--- src/rtl/encoder4_2_reg.sv ---
// Registered 4-to-2 priority encoder with a valid/ready output and one transfer per press.
// Define ENC_DEBOUNCE_EN to build the DEB state that requires DEB_CNT stable cycles before capture.
module encoder4_2_reg #(
    parameter int DEB_CNT = 4
) (
    input  logic       sys_clk,
    input  logic       sys_rst,
    input  logic [3:0] in,
    input  logic       out_ready,
    output logic [1:0] out_code,
    output logic       out_valid,
    output logic       err_multi,
    output logic [7:0] press_cnt,
    output logic       busy
);

    // Handshake: out_code/err_multi are held with out_valid until a rising edge
    // sees out_valid & out_ready; out_ready may already be high when out_valid rises.

    if (DEB_CNT < 1) begin : g_bad_deb_cnt
        $error("DEB_CNT must be at least 1");
    end

    typedef enum logic [1:0] {
        IDLE    = 2'd0,
        PRESENT = 2'd1,
        RELEASE = 2'd2
`ifdef ENC_DEBOUNCE_EN
        ,
        DEB     = 2'd3
`endif
    } state_t;

    state_t     state;
    state_t     state_next;
    logic [3:0] in_meta;
    logic [3:0] in_sync;
    logic [3:0] cap_pat;
    logic       in_any;
    logic       capture;
    logic       transfer;

    function automatic logic [1:0] enc_code(input logic [3:0] p);
        if (p[3])      return 2'd3;
        else if (p[2]) return 2'd2;
        else if (p[1]) return 2'd1;
        else           return 2'd0;
    endfunction

    // More than one bit set exactly when clearing the lowest set bit leaves something.
    function automatic logic enc_multi(input logic [3:0] p);
        return (p & (p - 4'd1)) != 4'd0;
    endfunction

    always_ff @(posedge sys_clk or posedge sys_rst) begin
        if (sys_rst) begin
            in_meta <= 4'd0;
            in_sync <= 4'd0;
        end else begin
            in_meta <= in;
            in_sync <= in_meta;
        end
    end

    assign in_any = (in_sync != 4'd0);

`ifdef ENC_DEBOUNCE_EN
    localparam int DEB_W = $clog2(DEB_CNT) + 1;
    localparam logic [DEB_W-1:0] DEB_LAST = DEB_W'(DEB_CNT - 1);

    logic [3:0]       deb_pat;
    logic [DEB_W-1:0] deb_cnt;
    logic             deb_same;
    logic             deb_done;

    assign deb_same = (in_sync == deb_pat);
    assign deb_done = deb_same && (deb_cnt == DEB_LAST);
    assign cap_pat  = deb_pat;

    // Any pattern change restarts the stability count from zero.
    always_ff @(posedge sys_clk or posedge sys_rst) begin
        if (sys_rst) begin
            deb_pat <= 4'd0;
            deb_cnt <= '0;
        end else if (state == IDLE) begin
            deb_pat <= in_sync;
            deb_cnt <= '0;
        end else if (state == DEB) begin
            if (!deb_same) begin
                deb_pat <= in_sync;
                deb_cnt <= '0;
            end else if (!deb_done) begin
                deb_cnt <= deb_cnt + 1'b1;
            end
        end
    end
`else
    assign cap_pat = in_sync;
`endif

    always_ff @(posedge sys_clk or posedge sys_rst) begin
        if (sys_rst) state <= IDLE;
        else         state <= state_next;
    end

    always_comb begin
        state_next = state;
        case (state)
            IDLE: begin
`ifdef ENC_DEBOUNCE_EN
                if (in_any) state_next = DEB;
`else
                if (in_any) state_next = PRESENT;
`endif
            end
`ifdef ENC_DEBOUNCE_EN
            DEB: begin
                if (!in_any)       state_next = IDLE;
                else if (deb_done) state_next = PRESENT;
            end
`endif
            PRESENT: begin
                if (out_ready) state_next = RELEASE;
            end
            RELEASE: begin
                if (!in_any) state_next = IDLE;
            end
            default: state_next = IDLE;
        endcase
    end

    always_comb begin
        capture  = 1'b0;
        transfer = 1'b0;
        busy     = (state != IDLE);
        case (state)
`ifdef ENC_DEBOUNCE_EN
            DEB:     capture  = in_any && deb_done;
`else
            IDLE:    capture  = in_any;
`endif
            PRESENT: transfer = out_ready;
            default: ;
        endcase
    end

    always_ff @(posedge sys_clk or posedge sys_rst) begin
        if (sys_rst) begin
            out_code  <= 2'd0;
            err_multi <= 1'b0;
            out_valid <= 1'b0;
            press_cnt <= 8'd0;
        end else if (capture) begin
            out_code  <= enc_code(cap_pat);
            err_multi <= enc_multi(cap_pat);
            out_valid <= 1'b1;
        end else if (transfer) begin
            out_valid <= 1'b0;
            press_cnt <= press_cnt + 8'd1;
        end
    end

endmodule

--- config.mk ---
export PLATFORM = sky130hd
export DESIGN_NAME = encoder4_2_reg
export DESIGN_NICKNAME = d
export VERILOG_FILES = /design/src/rtl/encoder4_2_reg.sv
export SDC_FILE = /design/constraint.sdc
export NUM_CORES = 1
export LEC_CHECK = 0
export ABC_AREA = 0
export CAP_MARGIN = 20
export CORE_ASPECT_RATIO = 0.8
export CORE_MARGIN = 4
export CORE_UTILIZATION = 51
export DETAILED_ROUTE_END_ITERATION = 7
export PLACE_DENSITY = 0.81
export SYNTH_ARGS = -nofsm -noshare
export SYNTH_HDL_FRONTEND = slang
export SYNTH_SLANG_ARGS = --single-unit
--- constraint.sdc ---
create_clock -name sys_clk -period 3.43 [get_ports sys_clk]
set_input_delay 0.686 -clock sys_clk [delete_from_list [all_inputs] [get_ports sys_clk]]
set_output_delay 0.686 -clock sys_clk [all_outputs]
set_load 0.02 [all_outputs]
# [After elaboration in Yosys (flattened, before gate mapping)]
# Cells that the tools add are included.
[word_totals] ff_bits=22 inputBits=7 word_cells=34
[op_classes] n_addsub=2 eq_ne=5 muxes=11 bitwise=2 n_reduce_logical=7
[ops] operator="2-to-1 mux 2 bit" count=5
[ops] operator="adder 8 x 1 -> 8 bit (second input constant)" count=1
[ops] operator="nonzero test 4 bit" count=2
[ops] operator="!= test 2 bit (second input constant)" count=3
[ops] operator="case mux 2 bit (3 select lines)" count=1
[ops] operator="2-to-1 mux 1 bit" count=5
[ops] operator="bitwise AND 4 bit" count=1
[ops] operator="nonzero test 2 bit" count=2
[ops] operator="subtractor 4 x 1 -> 4 bit (second input constant)" count=1
[ops] operator="AND reduction 3 bit" count=1
[ops] operator="== test 2 x 1 -> 1 bit (second input constant)" count=1
[ops] operator="== test 2 bit (second input constant)" count=1
[ops] operator="zero test 2 bit" count=1
[ops] operator="AND reduction 2 bit" count=1
[ops] operator="NOT 1 bit" count=1

# [Longest topological paths before layout]
[logic_depth] ltp_word=4 mapped_depth=4

# [Least setup slack after synthesis]
# No wires, ideal clock.
[synth_timing] kind="register to output" from="register state[0]" to="output busy" arrival_time_ns=0.802 required_time_ns=2.744 path_slack_ns=1.942 stages_incl_launch_ff=3 path_buffers=0 path_cell_list="dfrtp_1 -> nor2_1 -> inv_1"
[synth_via] elab_chain_len=1
[synth_rtl] item="start, declared" line="34" text="state_t state;"
[synth_rtl] item="start signal, assigned" line="103" text="else state <= state_next;"
[synth_rtl] item="nonzero test 2 bit" line="135" text="busy = (state != IDLE);"
[synth_rtl] item="end, declared" line="14" text="output logic busy"
# No other way between the ends.

# [Final worst setup path]
# Same ends and word-level chain as after synthesis.

==> run metrics <==
Root Buffer=clkbuf_4; Worst-Margin Slew=788 ps; P&R area growth vs syn=30.7%; core area=1630 um2; WHS Path Cells=0; final setup fails=0; sequential share of the synthesized area=0.626; largest cells by area after synthesis=dfrtp_1, xor2_1, nor2_1, xnor2_1, o21ai_0; hold_buf cts=0; Leak Pwr=0.522 nW; dpl hpwl=1070 um; die area=2460 um2; Clock Path Buffers=2; post-route cell area=1150 um2; Switching Share=0.350; vias in the first global route=594; Final ANT Viol Nets=0; n_diodes=0; worst endpoint required time=2740 ps; Arr. time, crit path=1770 ps; worst hold path type=reg -> reg; Worst Hold Endpoint=cap_pat[0]; Synth top cells by count=dfrtp_1, nor2_1, nand2_1; CTS tree=built; Max Clock Skew=2.76 ps; Initial Util=0.541; Vias=586; most frequent cell after synthesis=dfrtp_1; initial antenna violation count=0; Final #Nets=102; Iteration-0 DRC Markers=4; fin crit period=2450 ps; r2r startpoint=state[0]; synth warn=0; Die Y=45.1 um; met2 Use GR=0.265; Gate power share=0.380; Top Usage Layer GRT=met2; CP Launch Type=flip-flop; sequential share of power=0.418; status=completed; Synth cell types=21; clk_lat worst skew=310 ps; switching pwr=0.000339 W; Mapped Area=880 um2; endpoint class of the critical path=output pin; pwr/cell area=842 nW/um2; Bufs and invs on worst path=2; Worst Setup SP=state[0]; Crit path largest cell delay=570 ps; CP top delay family=buffers and inverters; Syn Nets=78; crit path kind=reg -> out; DR DRC count=0; R2R depth=3; FP Rows=13; Post-Syn Instances=70; routed len/inst=13.0 um; hold path startpoint=in_meta[0]; crit path max-delay cell type=clkdlybuf4s50_1; Avg Inst Size Synth=12.6 um2; number of flops mapped to enable cells by yosys=0; GR Util met1=0.148; max-cap violations=0; Internal Power=0.000629 W; Synth area leader=dfrtp_1; GR Util All Layers=0.147; GP Congestion=0.773; Worst R2R Setup Slack=2080 ps; share of the synthesized area in the top cell type=0.626; postcts setup bufs=0; M3 GR Usage=0.0594; Num CTS Buffers=3; flops & latches, synth=22; layout cells sized above 1=0.108; prevailing post-synth register cell=dfrtp_1; Async SR Flop Fraction=1.00; placed inst area=1100 um2; first-pass GRT wire length=2450 um; DRT Pass-1 Iters=4; cell chain of the critical path=nor2_1, inv_1, clkdlybuf4s50_1; RSZ-0062 raised after global routing=no; RR Endpoint=err_multi; setup TNS=0 ps; Peak VDD IR=0.600 mV; final WL=1490 um; f_max=0.408 GHz; DIE WIDTH=54.4 um; H-tree Lvls=1; pin count of the biggest net entering global routing=23; Clock Power Share=0.202; Crit Path Max Fanout=6; vias per cell=5.10; IO Pins=20; worst slew margin relative to its limit=0.474; clock sink count=22; Clock transition at path regs=120 ps; final worst-path cycle share=0.715; I/O Buffers=19; Resize count post-CTS=0; global route overflow=0; fin. max-slew vios=0; Hold Fails Final Rpt=0
-- power groups by stage --
stage,Sequential [W],Combinational [W],Clock [W]
2_1_floorplan,0.000464,0.000146,0
3_3_place_gp,0.000403,0.000360,0
3_5_place_dp,0.000410,0.000368,0
4_1_cts,0.000404,0.000373,0.000200
5_1_grt,0.000417,0.000398,0.000211
6_report,0.000405,0.000368,0.000195
-- worst register-to-register path, delay by kind of cell (launching register included) --
kind	cells	cell delay, ps
simple gates	1	250
flops	1	480
compound gates	1	360
buf+inv	1	160
-- metrics by stage --
step / hold slack [ps] / instances / worst slack, ps / power [W] / utilization
global route: 373 / 115 / 867 / 0.00103 / 0.707
detailed placement: 335 / 111 / 1360 / 0.000778 / 0.675
finish: 361 / 115 / 977 / 0.000968 / 0.707
global placement: 333 / 111 / 1410 / 0.000763 / 0.675
CTS: 364 / 115 / 978 / 0.000977 / 0.707
floorplan: 331 / 70 / 1940 / 0.000610 / -
-- sequential cells by signal (all words and copies together), names as in the netlist --
name,cells
cap_pat,4
err_multi,1
in_meta,4
out_code,2
out_valid,1
press_cnt,8
state,2
-- layout by cell type, fill, tap and decap left out --
cell             instances
nand4b_1                 2
ha_1                     1
inv_1                    4
bufinv_16                1
clkdlybuf4s50_1         19
or4_4                    1
xor2_1                   5
nand3b_4                 1
mux2_2                   1
o311a_1                  1
a21oi_1                  1
nor4_4                   1
dfrtp_1                 22
o21bai_1                 1
a211oi_1                 1
nand2_1                  6
xnor2_1                  3
o2bb2ai_2                1
o21ai_0                  5
nand3_1                  2
nand2_2                  1
clkbuf_4                 3
nor3_1                   3
nor2_1                   7
-- per-layer routing --
layer	vias up	part of all wire	wire length, um
li1	282	-	-
met1	288	0.41	618
met2	14	0.53	787
met3	2	0.048	72
met4	0	0.010	15
met5	-	0	0
-- worst max path at each step --
stage | end | slack, ps | cells past startpoint
final | busy | 980 | 3
after detailed placement | busy | 1360 | 3
after global placement | busy | 1410 | 3
after global routing | busy | 870 | 3
after floorplan | busy | 1940 | 2
after CTS | busy | 980 | 3
-- cells by family after synthesis --
kind of cell / count (synthesis) / share of synthesized area
AO/OA/AOI/OAI: 10 / 0.0797
flip-flops: 22 / 0.626
adder cells (fa/ha/maj): 1 / 0.0142
XOR/XNOR: 8 / 0.0797
buffers and inverters: 4 / 0.0171
AND/OR/NAND/NOR: 24 / 0.171
multiplexers: 1 / 0.0128
-- cell type report --
type	count	area, um2
Clock inverter	1	30.0
Fill cell	115	477
Sequential cell	22	551
Tap cell	22	27.5
Timing Repair Buffer	19	190
Inverter	4	15.0
Clock buffer	3	22.5
Multi-Input combinational cell	44	314
No activity file was read; power rests on OpenSTA's default activity.
